## config.mk

```make
export PLATFORM = sky130hd
export DESIGN_NAME = hiscore_save_ctrl
export DESIGN_NICKNAME = d
export VERILOG_FILES = /design/src/rtl/hiscore_pkg.sv /design/src/rtl/hiscore_region_map.sv /design/src/rtl/hiscore_save_ctrl.sv
export SDC_FILE = /design/constraint.sdc
export NUM_CORES = 1
export LEC_CHECK = 0
export CORE_AREA = 4 4 111 113
export CTS_BUF_LIST = sky130_fd_sc_hd__clkbuf_4 sky130_fd_sc_hd__clkbuf_8
export DETAILED_ROUTE_END_ITERATION = 16
export DIE_AREA = 0 0 115 117
export GPL_TIMING_DRIVEN = 0
export PLACE_DENSITY_LB_ADDON = 0.15
export SLEW_MARGIN = 20
export SYNTH_ARGS = -nofsm -noshare
export SYNTH_HDL_FRONTEND = slang
export SYNTH_SLANG_ARGS = --single-unit
export TNS_END_PERCENT = 30
```

## constraint.sdc

```tcl
create_clock -name clk_74a -period 2.29 [get_ports clk_74a]
set_input_delay 0.3435 -clock clk_74a [delete_from_list [all_inputs] [get_ports clk_74a]]
set_output_delay 0.3435 -clock clk_74a [all_outputs]
set_load 0.02 [all_outputs]
```

## src/rtl/hiscore_pkg.sv

```systemverilog
// Shared types for the hiscore save controller: FSM state encoding, the
// region descriptor used by the flat-offset decoder, and a range-test helper.
package hiscore_pkg;

  typedef enum logic [2:0] {
    IDLE,
    DELAY,
    CHECK_SIZE,
    WRITE_SIZE,
    START_READ,
    START_WRITE,
    WAIT_ACK,
    DONE
  } state_t;

  typedef struct packed {
    logic [15:0] base;
    logic [7:0]  len;
  } region_t;

  // True when a flat byte offset falls inside [start, start + len).
  function automatic logic region_hit(input logic [7:0] offset,
                                      input logic [8:0] start,
                                      input logic [7:0] len);
    return ({1'b0, offset} >= start) && ({1'b0, offset} < (start + 9'(len)));
  endfunction

endpackage

```

## src/rtl/hiscore_region_map.sv

```systemverilog
// Flat byte offset -> core-RAM address decoder. Regions are listed MSB-first
// in REGION_BASE / REGION_LEN, so region 0 sits in the top slice.
import hiscore_pkg::*;

module hiscore_region_map #(
  parameter int                        NUM_REGIONS = 2,
  parameter logic [NUM_REGIONS*16-1:0] REGION_BASE = {16'h0620, 16'h057E},
  parameter logic [NUM_REGIONS*8-1:0]  REGION_LEN  = {8'h50, 8'h03}
) (
  input  logic [7:0]  offset,
  output logic        selected,
  output logic [15:0] hs_address
);

  logic [8:0] start;
  region_t    region;

  // Walk the regions accumulating the prefix sum; the first hit wins.
  always_comb begin
    selected   = 1'b0;
    hs_address = '0;
    start      = '0;
    region     = '0;
    for (int k = 0; k < NUM_REGIONS; k++) begin
      region.base = REGION_BASE[(NUM_REGIONS-1-k)*16 +: 16];
      region.len  = REGION_LEN[(NUM_REGIONS-1-k)*8 +: 8];
      if (!selected && region_hit(offset, start, region.len)) begin
        selected   = 1'b1;
        hs_address = region.base + 16'(offset - start[7:0]);
      end
      start = start + 9'(region.len);
    end
  end

endmodule

```

## src/rtl/hiscore_save_ctrl.sv

```systemverilog
// Hiscore save controller: bridges flat byte accesses onto the core's
// hiscore RAM regions and sequences the load/save handshake with the APF
// dataslot interface. Optional feature macro: HISCORE_AUTOSAVE_EN enables
// save_req-triggered writes from DONE (otherwise save_req is ignored).
import hiscore_pkg::*;

module hiscore_save_ctrl #(
  parameter int                        NUM_REGIONS = 2,
  parameter logic [NUM_REGIONS*16-1:0] REGION_BASE = {16'h0620, 16'h057E},
  parameter logic [NUM_REGIONS*8-1:0]  REGION_LEN  = {8'h50, 8'h03},
  parameter int                        SLOT_ID     = 2,
  parameter int                        DT_ADDR     = 5,
  parameter logic [31:0]               BRIDGE_BASE = 32'h1000_0000,
  parameter logic [31:0]               START_DELAY = 32'h2349_3400,
  parameter logic [23:0]               ACK_TIMEOUT = 24'hFF_FFFF
) (
  input  logic        clk_74a,
  input  logic        reset,
  input  logic        core_running,
  input  logic [7:0]  mem_addr,
  input  logic        mem_wr,
  input  logic [7:0]  mem_wr_data,
  input  logic        mem_rd,
  output logic [7:0]  mem_rd_data,
  output logic        mem_rd_valid,
  output logic [15:0] hs_address,
  output logic        hs_write_enable,
  output logic [7:0]  hs_data_in,
  input  logic [7:0]  hs_data_out,
  output logic [9:0]  datatable_addr,
  output logic [31:0] datatable_data,
  output logic        datatable_wren,
  input  logic [31:0] datatable_q,
  output logic        target_dataslot_read,
  output logic        target_dataslot_write,
  input  logic        target_dataslot_ack,
  output logic [15:0] target_dataslot_id,
  output logic [31:0] target_dataslot_slotoffset,
  output logic [31:0] target_dataslot_bridgeaddr,
  output logic [31:0] target_dataslot_length,
  output logic        processor_halt,
  input  logic        save_req,
  output logic        busy,
  output logic        timeout_err
);

  // Sum of all region lengths; callers keep this at or below 255.
  function automatic logic [8:0] calc_total();
    logic [8:0] sum;
    sum = '0;
    for (int k = 0; k < NUM_REGIONS; k++)
      sum = sum + 9'(REGION_LEN[(NUM_REGIONS-1-k)*8 +: 8]);
    return sum;
  endfunction

  localparam logic [8:0] TOTAL_SUM = calc_total();
  localparam logic [7:0] TOTAL_LEN = TOTAL_SUM[7:0];

  logic        sel;
  logic        rd_vld_p1;
  logic        rd_sel_p1;
  state_t      state, state_nxt;
  logic [31:0] cnt, cnt_nxt;
  logic        timeout_set;

  hiscore_region_map #(
    .NUM_REGIONS(NUM_REGIONS),
    .REGION_BASE(REGION_BASE),
    .REGION_LEN (REGION_LEN)
  ) u_map (
    .offset    (mem_addr),
    .selected  (sel),
    .hs_address(hs_address)
  );

  // Writes go straight through in the request cycle; out-of-range ones drop.
  assign hs_data_in      = mem_wr_data;
  assign hs_write_enable = !reset && mem_wr && sel;

  assign datatable_addr             = 10'(DT_ADDR);
  assign datatable_data             = 32'(TOTAL_LEN);
  assign target_dataslot_id         = 16'(SLOT_ID);
  assign target_dataslot_slotoffset = '0;
  assign target_dataslot_bridgeaddr = BRIDGE_BASE;
  assign target_dataslot_length     = 32'(TOTAL_LEN);

  // Read pipeline: p1 waits for the RAM's registered output, p2 returns it.
  always_ff @(posedge clk_74a) begin
    if (reset) begin
      rd_vld_p1    <= 1'b0;
      rd_sel_p1    <= 1'b0;
      mem_rd_valid <= 1'b0;
      mem_rd_data  <= 8'h00;
    end else begin
      // stage p1: request captured, write has priority over read
      rd_vld_p1    <= mem_rd && !mem_wr;
      rd_sel_p1    <= sel;
      // stage p2: data returned, zero for offsets beyond the regions
      mem_rd_valid <= rd_vld_p1;
      mem_rd_data  <= (rd_vld_p1 && rd_sel_p1) ? hs_data_out : 8'h00;
    end
  end

`ifdef HISCORE_AUTOSAVE_EN
  logic save_q, save_pend, save_rise, save_take;
  assign save_rise = save_req && !save_q;

  // Latch save requests that arrive while a transfer is still in flight.
  always_ff @(posedge clk_74a) begin
    if (reset) begin
      save_q    <= 1'b0;
      save_pend <= 1'b0;
    end else begin
      save_q <= save_req;
      if (save_take)
        save_pend <= 1'b0;
      else if (save_rise && busy)
        save_pend <= 1'b1;
    end
  end
`else
  logic unused_save;
  assign unused_save = save_req;
`endif

  // State, shared delay/timeout counter and sticky timeout flag.
  always_ff @(posedge clk_74a) begin
    if (reset) begin
      state       <= IDLE;
      cnt         <= '0;
      timeout_err <= 1'b0;
    end else begin
      state <= state_nxt;
      cnt   <= cnt_nxt;
      if (timeout_set)
        timeout_err <= 1'b1;
    end
  end

  // Next-state logic and Moore outputs decoded from the current state.
  always_comb begin
    state_nxt             = state;
    cnt_nxt               = cnt;
    timeout_set           = 1'b0;
    processor_halt        = 1'b0;
    busy                  = 1'b1;
    datatable_wren        = 1'b0;
    target_dataslot_read  = 1'b0;
    target_dataslot_write = 1'b0;
`ifdef HISCORE_AUTOSAVE_EN
    save_take             = 1'b0;
`endif
    case (state)
      IDLE: begin
        busy = 1'b0;
        if (core_running) begin
          state_nxt = DELAY;
          cnt_nxt   = START_DELAY;
        end
      end
      DELAY: begin
        if (cnt == '0) state_nxt = CHECK_SIZE;
        else           cnt_nxt   = cnt - 32'd1;
      end
      CHECK_SIZE: begin
        processor_halt = 1'b1;
        state_nxt      = (datatable_q == '0) ? WRITE_SIZE : START_READ;
      end
      WRITE_SIZE: begin
        processor_halt = 1'b1;
        datatable_wren = 1'b1;
        state_nxt      = DONE;
      end
      START_READ: begin
        processor_halt       = 1'b1;
        target_dataslot_read = 1'b1;
        cnt_nxt              = 32'(ACK_TIMEOUT) - 32'd1;
        state_nxt            = WAIT_ACK;
      end
      START_WRITE: begin
        processor_halt        = 1'b1;
        target_dataslot_write = 1'b1;
        cnt_nxt               = 32'(ACK_TIMEOUT) - 32'd1;
        state_nxt             = WAIT_ACK;
      end
      WAIT_ACK: begin
        processor_halt = 1'b1;
        if (target_dataslot_ack) begin
          state_nxt = DONE;
        end else if (cnt == '0) begin
          timeout_set = 1'b1;
          state_nxt   = DONE;
        end else begin
          cnt_nxt = cnt - 32'd1;
        end
      end
      DONE: begin
        busy = 1'b0;
`ifdef HISCORE_AUTOSAVE_EN
        if (save_pend || save_rise) begin
          save_take = 1'b1;
          state_nxt = START_WRITE;
        end
`endif
      end
      default: state_nxt = IDLE;
    endcase
    // Core leaving run state aborts whatever is in progress.
    if (!core_running) begin
      state_nxt   = IDLE;
      cnt_nxt     = '0;
      timeout_set = 1'b0;
`ifdef HISCORE_AUTOSAVE_EN
      save_take   = 1'b0;
`endif
    end
  end

endmodule

```

==> impl_metrics.env, run 1 <==
export IMPL_synth_cell_area_mm2=0.00433
export IMPL_synth_area_per_cell_um2=7.85
export IMPL_drv_slew=0
export IMPL_ant_nets=0
export IMPL_maxCapViolCount=0
export IMPL_hpwl_um=10400
export IMPL_synth_area_leaders="buf_4 29%, dfxtp_1 22%, o31ai_1 2.8%, nor4_1 2.7%, o21ai_0 2.7%"
export IMPL_crit_required_ns=2.52
export IMPL_synthArstFlopShare_pct=0
export IMPL_total_power_mw=2.82
export IMPL_fmaxAchievable_ghz=0.432
export IMPL_rows=39
export IMPL_firstDrtPassIters=5
export IMPL_h_tree_depth=2
export IMPL_antenna_found_initial=0
export IMPL_gp_congestion=0.919
export IMPL_drc=0
export IMPL_vias_per_cell=4.73
export IMPL_synth_top_cell_by_area="buf_4"
export IMPL_ys_ff_latch=47
export IMPL_grt_total_usage_pct=18.0
export IMPL_boundaryPins=257
export IMPL_grt_ovfl_total=0
export IMPL_cp_start_kind="register"
export IMPL_synth_enable_flop_cells=0
export IMPL_place_inst=938
export IMPL_violations="setup timing"
export IMPL_p_per_area_mw_per_mm2=435
export IMPL_synth_commonest_cells="170 x buf_4, 47 x dfxtp_1, 23 x nand2_1, 23 x o21ai_0, 22 x nor2_1"
export IMPL_die_width_um=115
export IMPL_antenna_cells=0
export IMPL_area_growth_pct=49.8
export IMPL_ff_latch_area_um2=947
export IMPL_fp_dieH_um=117
export IMPL_final_core_util_pct=57.3
export IMPL_period_share_pct=101
export IMPL_ys_flop_type="dfxtp_1"
export IMPL_clk_latency_ns=0.30
export IMPL_n_fill_cell=1037
export IMPL_yosysSeqAreaShare_pct=21.7
export IMPL_clkTransAtPathRegs_ns=0.09
export IMPL_relSlewSlack_pct=54.9
export IMPL_grt_pass1_vias=4161
export IMPL_hold_viol_final=0
export IMPL_grt_max_degree=16
export IMPL_core_mm2=0.0113
export IMPL_fin_skew_ns=0.00585
export IMPL_placed_cell_area_mm2=0.00597
export IMPL_worstPathMaxFanout=10
export IMPL_timing_final_ws_setup_ns=-0.0259
export IMPL_fin_area_mm2=0.00648
export IMPL_clock_path_buffers=2
export IMPL_status="finished, violations left"
export IMPL_synth_cells=551
export IMPL_worst_setup_path_type="register to register"
export IMPL_yosysTopAreaCellShare_pct=29.5
export IMPL_setup_violations=1
export IMPL_worstPathArrival_ns=2.54
export IMPL_synth_most_common_cell="buf_4"
export IMPL_numCtsBuffers=5
export IMPL_final_layout_size_suffix_gt1_share_pct=33.1
export IMPL_post_drt_wl_per_cell_um=13.8
export IMPL_portBuffers=87
export IMPL_leakage_nw=3.21
export IMPL_ir_drop_uv=244
export IMPL_worst_pin_slew_ns=0.673
export IMPL_hp_class="register to register"
export IMPL_vias=4542
export IMPL_grt_pass1_wl_um=19900
export IMPL_initialDrtViolationCount=355
export IMPL_tritoncts="done"
export IMPL_start_util_pct=38.2
export IMPL_end_kind="register"
export IMPL_tns_ns=-0.0259
export IMPL_cts_sinks=47
export IMPL_layout_cells_non_filler=961
export IMPL_design_die_area_mm2=0.0135
export IMPL_multiInputGateArea_mm2=0.00278
export IMPL_ys_warn_count=0
export IMPL_finalCriticalPeriod_ns=2.32
export IMPL_rsz0062_at_grt="true"
export IMPL_wirelength_um=13300
export IMPL_ys_types=57
export IMPL_nNetsFinal=889
export IMPL_cts_root_buffer="clkbuf_8"
-- routing by layer --
| layer | GRT usage, % | wire [um] | vias up | share of wire [%] |
|---|---|---|---|---|
| li1 | - | - | 2192 | - |
| met1 | 21.2 | 4840 | 2018 | 36 |
| met2 | 33.2 | 6600 | 291 | 50 |
| met3 | 3.44 | 1470 | 41 | 11 |
| met4 | 5.01 | 355 | 0 | 2.7 |
| met5 | 0 | 0 | - | 0 |
-- where the power goes --
part / switching, mW / internal (mW)
sequential: 0.0385 / 0.843
combinational: 0.667 / 0.551
clock: 0.288 / 0.435
-- layout make-up --
type / instances / share of cell area [%]
Multi-Input combinational cell: 454 / 42.9
Sequential cell: 47 / 14.6
Tap cell: 143 / 2.76
Clock buffer: 5 / 1.06
Clock inverter: 3 / 1.04
Inverter: 14 / 0.849
Buffer: 192 / 21.8
Timing Repair Buffer: 103 / 15.0
-- path summary, 6_finish.rpt --
check             slack [ns]                 start                    to  cells past startpoint
setup / recovery       -0.03   cnt[5]$_SDFFE_PP0P_  cnt[21]$_SDFFE_PP0P_                      6
setup reg to reg       -0.03   cnt[5]$_SDFFE_PP0P_  cnt[21]$_SDFFE_PP0P_                      6
hold / removal          0.47  cnt[30]$_SDFFE_PP0P_  cnt[30]$_SDFFE_PP0P_                      2
hold reg to reg         0.47  cnt[30]$_SDFFE_PP0P_  cnt[30]$_SDFFE_PP0P_                      2
-- state kept, by name (all words and copies together) (netlist names) --
register / count
cnt: 32
state: 3
mem_rd_data: 8
rd_sel_p1: 1
timeout_err: 1
rd_vld_p1: 1
mem_rd_valid: 1
-- cells by family after synthesis --
kind of cell / synth area share (%)
AO/OA/AOI/OAI: 18.0
XOR/XNOR: 1.01
adder cells (fa/ha/maj): 2.60
buffers and inverters: 33.0
flip-flops: 21.7
multiplexers: 1.39
other: 0.174
AND/OR/NAND/NOR: 22.1
-- cells in the final DEF (no fill, tap or decap), types with 4 or more instances in the layout --
cell type,count
nand3_1,17
a32o_1,8
clkbuf_1,10
nand4_1,5
clkbuf_4,4
nor4_1,13
buf_4,188
mux2i_1,6
or4_1,7
nor2b_1,4
and3_1,10
o311ai_0,5
nor4_2,5
conb_1,159
inv_1,11
dfxtp_1,44
o21a_1,6
dlygate4sd2_1,5
nand2_1,21
a21oi_1,10
o21ai_0,20
nor3_1,6
a31oi_1,13
nor2_1,21
ha_1,4
buf_2,8
nor4_4,4
clkbuf_2,4
clkdlybuf4s50_1,65
clkbuf_8,5
nand2b_1,6
or3_1,15
o31ai_1,15
-- repair_timing --
item | in CTS | in global routing
endpoints found under the setup margin | 46 | 47
resized for setup | 100 | 57
gates cloned | 0 | 1
hold buffers | 0 | 0
buffers inserted | 3 | 12
pin swaps | 10 | 14
-- critical path, cell delays in order (launching register included) --
cell	delay, ns
dfxtp_1	0.38
or4_4	0.61
nor3_4	0.23
buf_4	0.21
nand3_1	0.15
or4_4	0.49
o22ai_1	0.17
-- metrics by stage --
stage / hold WS, ns / worst slack, ns
finish: 0.473 / -0.0259
global route: 0.512 / -0.0988
CTS: 0.474 / -0.0772
detailed placement: 0.457 / -0.985
global placement: 0.454 / -0.936
floorplan: 0.416 / 0.159
Power figures use the tool's default switching activity.
==> run 2: changes to the inputs <==
Settings changed: HOLD_SLACK_MARGIN set to 0.1, TNS_END_PERCENT 30 to unset.
==> impl_metrics.env, run 2 (synthesis gave the netlist of run 1 again) <==
export IMPL_status="complete, no violations"
export IMPL_clk_latency_ns=0.31
export IMPL_finalCriticalPeriod_ns=2.25
export IMPL_hold_viol_final=0
export IMPL_die_width_um=115
export IMPL_hp_class="register to register"
export IMPL_ant_nets=0
export IMPL_n_fill_cell=1030
export IMPL_cp_common_cell="or4_4"
export IMPL_worst_setup_path_type="register to register"
export IMPL_vias=4537
export IMPL_layout_common_cells="195 x buf_4, 159 x conb_1, 65 x clkdlybuf4s50_1, 44 x dfxtp_1, 22 x nand2_1"
export IMPL_area_growth_pct=51.5
export IMPL_r2r_start="cnt[5]$_SDFFE_PP0P_"
export IMPL_design_die_area_mm2=0.0135
export IMPL_grt_total_usage_pct=18.1
export IMPL_p_per_area_mw_per_mm2=433
export IMPL_portBuffers=87
export IMPL_placed_cell_area_mm2=0.00597
export IMPL_crit_path_start="cnt[5]$_SDFFE_PP0P_"
export IMPL_r2r_slack_ns=0.04
export IMPL_numCtsBuffers=5
export IMPL_grt_ovfl_total=0
export IMPL_critPathTopFamily="simple AND/OR/NAND/NOR gates"
export IMPL_cp_slowest_cell="or4_4"
export IMPL_cts_root_buffer="clkbuf_8"
export IMPL_holdWs_ns=0.476
export IMPL_reg2reg_depth=6
export IMPL_worstPathMaxFanout=10
export IMPL_grt_pass1_vias=4199
export IMPL_largestRegisters="cnt: 32 flops, mem_rd_data: 8 flops, state: 3 flops"
export IMPL_fin_area_mm2=0.00656
export IMPL_mostFrequentLayoutCell="buf_4"
export IMPL_end_kind="register"
export IMPL_post_drt_wl_per_cell_um=13.8
export IMPL_antenna_found_initial=0
export IMPL_largest_reg_flops=32
export IMPL_core_mm2=0.0113
export IMPL_grt_max_degree=16
export IMPL_start_util_pct=38.2
export IMPL_boundaryPins=257
export IMPL_top_register="cnt"
export IMPL_critical_path_cell_chain="or4_4, nor3_4, buf_6, nand3_1, or4_4, o22ai_1"
export IMPL_detailedPlace_worstSlack_ns=-0.985
export IMPL_hold_depth=2
export IMPL_wirelength_um=13400
export IMPL_layout_cells_non_filler=970
export IMPL_cp_start_kind="register"
export IMPL_gp_congestion=0.919
export IMPL_relSlewSlack_pct=55.0
export IMPL_cp_endpoint="cnt[21]$_SDFFE_PP0P_"
export IMPL_drv_slew=0
export IMPL_cts_sinks=47
export IMPL_firstDrtPassIters=5
export IMPL_initialDrtViolationCount=365
export IMPL_worst_pin_slew_ns=0.671
export IMPL_grt_pass1_wl_um=20100
export IMPL_fin_skew_ns=0.00746
export IMPL_maxCapViolCount=0
export IMPL_rr_endpoint="cnt[21]$_SDFFE_PP0P_"
export IMPL_antenna_cells=0
export IMPL_tritoncts="done"
export IMPL_final_layout_size_suffix_gt1_share_pct=34.3
export IMPL_setup_violations=0
export IMPL_rows=39
export IMPL_drc=0
export IMPL_cts_hold_buffers=0
export IMPL_leakage_nw=3.26
export IMPL_crit_buf_inv=1
export IMPL_worstPathArrival_ns=2.48
export IMPL_ir_drop_uv=242
export IMPL_clkTransAtPathRegs_ns=0.09
export IMPL_h_tree_depth=2
export IMPL_fmaxAchievable_ghz=0.444
export IMPL_cpPeakStageDelay_ns=0.60
export IMPL_period_share_pct=98.3
export IMPL_fp_dieH_um=117
export IMPL_worst_path_stages=6
export IMPL_vias_per_cell=4.68
export IMPL_clock_path_buffers=2
export IMPL_rsz0062_at_grt="true"
export IMPL_crit_required_ns=2.52
export IMPL_hpwl_um=10400
export IMPL_place_inst=938
export IMPL_nNetsFinal=898
export IMPL_total_power_mw=2.84
export IMPL_timing_final_ws_setup_ns=0.0393
[run 2: metrics by stage]
| stage | setup TNS, ns | util, % |
|---|---|---|
| floorplan | 0 | - |
| global placement | -13.79 | 52.7 |
| detailed placement | -14.93 | 52.7 |
| CTS | 0 | 55.6 |
| global route | -0.0392 | 57.9 |
| finish | 0 | 57.9 |
[run 2: how the worst min path moves through the flow]
stage                                         from                       end  slack [ns]
after floorplan                              reset  timeout_err$_SDFFE_PP0P_        0.42
after global placement        cnt[30]$_SDFFE_PP0P_      cnt[30]$_SDFFE_PP0P_        0.45
final                         cnt[30]$_SDFFE_PP0P_      cnt[30]$_SDFFE_PP0P_        0.48
after CTS                     cnt[30]$_SDFFE_PP0P_      cnt[30]$_SDFFE_PP0P_        0.47
after global routing          cnt[20]$_SDFFE_PP0P_      cnt[20]$_SDFFE_PP0P_        0.52
after detailed placement  timeout_err$_SDFFE_PP0P_  timeout_err$_SDFFE_PP0P_        0.46
[run 2: layout make-up]
| class | instances | area (um2) | share of cell area [%] |
|---|---|---|---|
| timing repair buffer | 113 | 1050 | 16.0 |
| inverter | 14 | 60.1 | 0.916 |
| tap | 143 | 179 | 2.73 |
| multi-input combinational | 454 | 2780 | 42.4 |
| sequential | 47 | 947 | 14.4 |
| clock inverter | 3 | 67.6 | 1.03 |
| clock buffer | 5 | 68.8 | 1.05 |
| buffer | 191 | 1410 | 21.4 |
[run 2: worst register-to-register path, stage by stage (launching register included)]
cell	delay (ns)
dfxtp_1	0.37
or4_4	0.60
nor3_4	0.25
buf_6	0.18
nand3_1	0.14
or4_4	0.47
o22ai_1	0.17
[run 2: timing repair]
item	in CTS	in global routing
gates cloned	0	1
gates resized for setup	105	61
endpoints found under the setup margin	46	47
setup buffers	12	14
pin swaps	14	16
[run 2: metal layers]
metal	vias up	wire [um]	track usage, %
li1	2203	-	-
met1	2020	4950	21.2
met2	275	6720	33.5
met3	39	1440	3.65
met4	0	322	5.16
met5	-	0	0
[run 2: power by group]
part | internal (mW) | switching [mW]
clock | 0.435 | 0.291
sequential | 0.843 | 0.0385
combinational | 0.559 | 0.674
==> run 3: changes to the inputs <==
Settings changed: CORE_AREA 4 4 111 113 to 4 4 130 132, DIE_AREA 0 0 115 117 to 0 0 134 136.
==> impl_metrics.env, run 3 (synthesis gave the netlist of run 1 again) <==
export IMPL_detailedPlace_worstSlack_ns=-0.949
export IMPL_n_fill_cell=1611
export IMPL_vias=4441
export IMPL_layout_common_cells="188 x buf_4, 159 x conb_1, 65 x clkdlybuf4s50_1, 41 x dfxtp_1, 21 x nor2_1"
export IMPL_mostFrequentLayoutCell="buf_4"
export IMPL_finalCriticalPeriod_ns=2.23
export IMPL_crit_required_ns=2.54
export IMPL_placed_cell_area_mm2=0.00606
export IMPL_switchingPower_mw=1.04
export IMPL_worst_pin_slew_ns=0.658
export IMPL_drc=0
export IMPL_grt_pass1_vias=4234
export IMPL_tns_ns=0
export IMPL_initialDrtViolationCount=279
export IMPL_grt_max_degree=17
export IMPL_hpwl_um=11100
export IMPL_p_sw_share_pct=37.8
export IMPL_boundaryPins=257
export IMPL_p_comb_share_pct=44.1
export IMPL_start_util_pct=27.5
export IMPL_clkPwrFrac_pct=23.9
export IMPL_setup_violations=0
export IMPL_power_internal_mw=1.71
export IMPL_rsz0062_at_grt="true"
export IMPL_fp_dieH_um=136
export IMPL_maxCapViolCount=0
export IMPL_seq_power_share_pct=32.1
export IMPL_relSlewSlack_pct=56.2
export IMPL_crit_path_start="cnt[5]$_SDFFE_PP0P_"
export IMPL_multiInputGateArea_mm2=0.00280
export IMPL_final_layout_size_suffix_gt1_share_pct=33.9
export IMPL_hold_viol_final=0
export IMPL_gp_congestion=0.914
export IMPL_rows=46
export IMPL_largest_reg_flops=32
export IMPL_cts_root_buffer="clkbuf_8"
export IMPL_r2r_start="cnt[5]$_SDFFE_PP0P_"
export IMPL_end_kind="register"
export IMPL_numCtsBuffers=5
export IMPL_cts_hold_buffers=0
export IMPL_clk_latency_ns=0.31
export IMPL_ant_nets=0
export IMPL_worst_setup_path_type="register to register"
export IMPL_ir_drop_uv=259
export IMPL_worstPathMaxFanout=10
export IMPL_fin_skew_ns=0.0139
export IMPL_rr_endpoint="cnt[23]$_SDFFE_PP0P_"
export IMPL_wirelength_um=14100
export IMPL_p_per_area_mw_per_mm2=420
export IMPL_nNetsFinal=888
export IMPL_antenna_found_initial=0
export IMPL_ff_latch_area_um2=951
export IMPL_clock_path_buffers=2
export IMPL_largestRegisters="cnt: 32 flops, mem_rd_data: 8 flops, state: 3 flops"
export IMPL_status="complete, no violations"
export IMPL_portBuffers=87
export IMPL_worstPathArrival_ns=2.48
export IMPL_top_register="cnt"
export IMPL_timing_final_ws_setup_ns=0.0583
export IMPL_reg2reg_depth=6
export IMPL_h_tree_depth=2
export IMPL_post_drt_wl_per_cell_um=13.6
export IMPL_tritoncts="done"
export IMPL_r2r_slack_ns=0.06
export IMPL_leakage_nw=3.19
export IMPL_design_die_area_mm2=0.0182
export IMPL_cts_sinks=47
export IMPL_total_power_mw=2.75
export IMPL_grt_pass1_wl_um=21400
export IMPL_fmaxAchievable_ghz=0.448
export IMPL_die_width_um=134
export IMPL_drv_slew=0
export IMPL_fin_area_mm2=0.00655
export IMPL_firstDrtPassIters=5
export IMPL_grt_total_usage_pct=14.3
export IMPL_cp_endpoint="cnt[23]$_SDFFE_PP0P_"
export IMPL_period_share_pct=97.5
export IMPL_cp_start_kind="register"
export IMPL_clkTransAtPathRegs_ns=0.10
export IMPL_area_growth_pct=51.3
export IMPL_core_mm2=0.0157
export IMPL_hp_class="register to register"
export IMPL_grt_ovfl_total=0
export IMPL_vias_per_cell=4.30
export IMPL_antenna_cells=0
-- run 3: cell count changes in the layout (fill, tap and decap cells not counted), moves of 3 or more --
| cell | change |
|---|---|
| buf_2 | -3 |
| buf_4 | -7 |
| clkbuf_2 | +4 |
| dfxtp_1 | -3 |
| dfxtp_2 | +3 |
| o21ai_0 | -3 |
| o21ai_1 | +4 |
-- run 3: power by group through the flow --
stage	Sequential, mW	Clock (mW)	Combinational (mW)
after floorplan	0.887	0	0.832
after global placement	0.892	0	1.09
after detailed placement	0.894	0	1.10
after CTS	0.877	0.663	1.13
after global routing	0.888	0.697	1.30
final	0.883	0.657	1.21
-- run 3: how the worst min path moves through the flow --
stage,start,endpoint,depth (start not counted)
final,cnt[30]$_SDFFE_PP0P_,cnt[30]$_SDFFE_PP0P_,2
after global routing,cnt[30]$_SDFFE_PP0P_,cnt[30]$_SDFFE_PP0P_,2
after CTS,cnt[30]$_SDFFE_PP0P_,cnt[30]$_SDFFE_PP0P_,2
after detailed placement,cnt[30]$_SDFFE_PP0P_,cnt[30]$_SDFFE_PP0P_,2
after global placement,cnt[30]$_SDFFE_PP0P_,cnt[30]$_SDFFE_PP0P_,2
after floorplan,reset,timeout_err$_SDFFE_PP0P_,1
-- run 3: area by class of cell --
cell class / instances / area share, %
plain buffers: 191 / 21.5
clock buffers: 5 / 1.05
clock inverters: 3 / 0.707
inverters: 14 / 0.841
multi-input cells: 454 / 42.8
flip-flops and latches: 47 / 14.5
well taps: 216 / 4.13
repair buffers: 103 / 14.5
-- run 3: critical path, cell delays in order, from the launching register on --
cell and delay, ns:
dfxtp_2 0.37, or4_4 0.58, nor3_4 0.24, buf_6 0.17, nand3_1 0.15, or4_4 0.49, o22ai_1 0.16
-- run 3: timing repair --
action,CTS,global route
endpoints found under the hold margin,0,0
setup buffers,6,10
resized for setup,101,67
setup endpoints to repair,46,47
pin swaps,9,13
-- run 3: layer usage --
metal	vias to the layer above	track usage (%)	wire length, um
met3	23	2.78	1040
met1	2007	17.4	5480
li1	2200	-	-
met2	211	25.9	7250
met4	0	3.49	280
met5	-	0	0
-- run 3: per-stage QoR --
step                hold WS [ns]  instances  utilization, %
finish                     0.484       1033            41.7
global route               0.522       1033            41.7
floorplan                  0.416        708               -
CTS                        0.486       1024            40.3
detailed placement         0.466       1011            38.6
global placement           0.455       1011            38.6
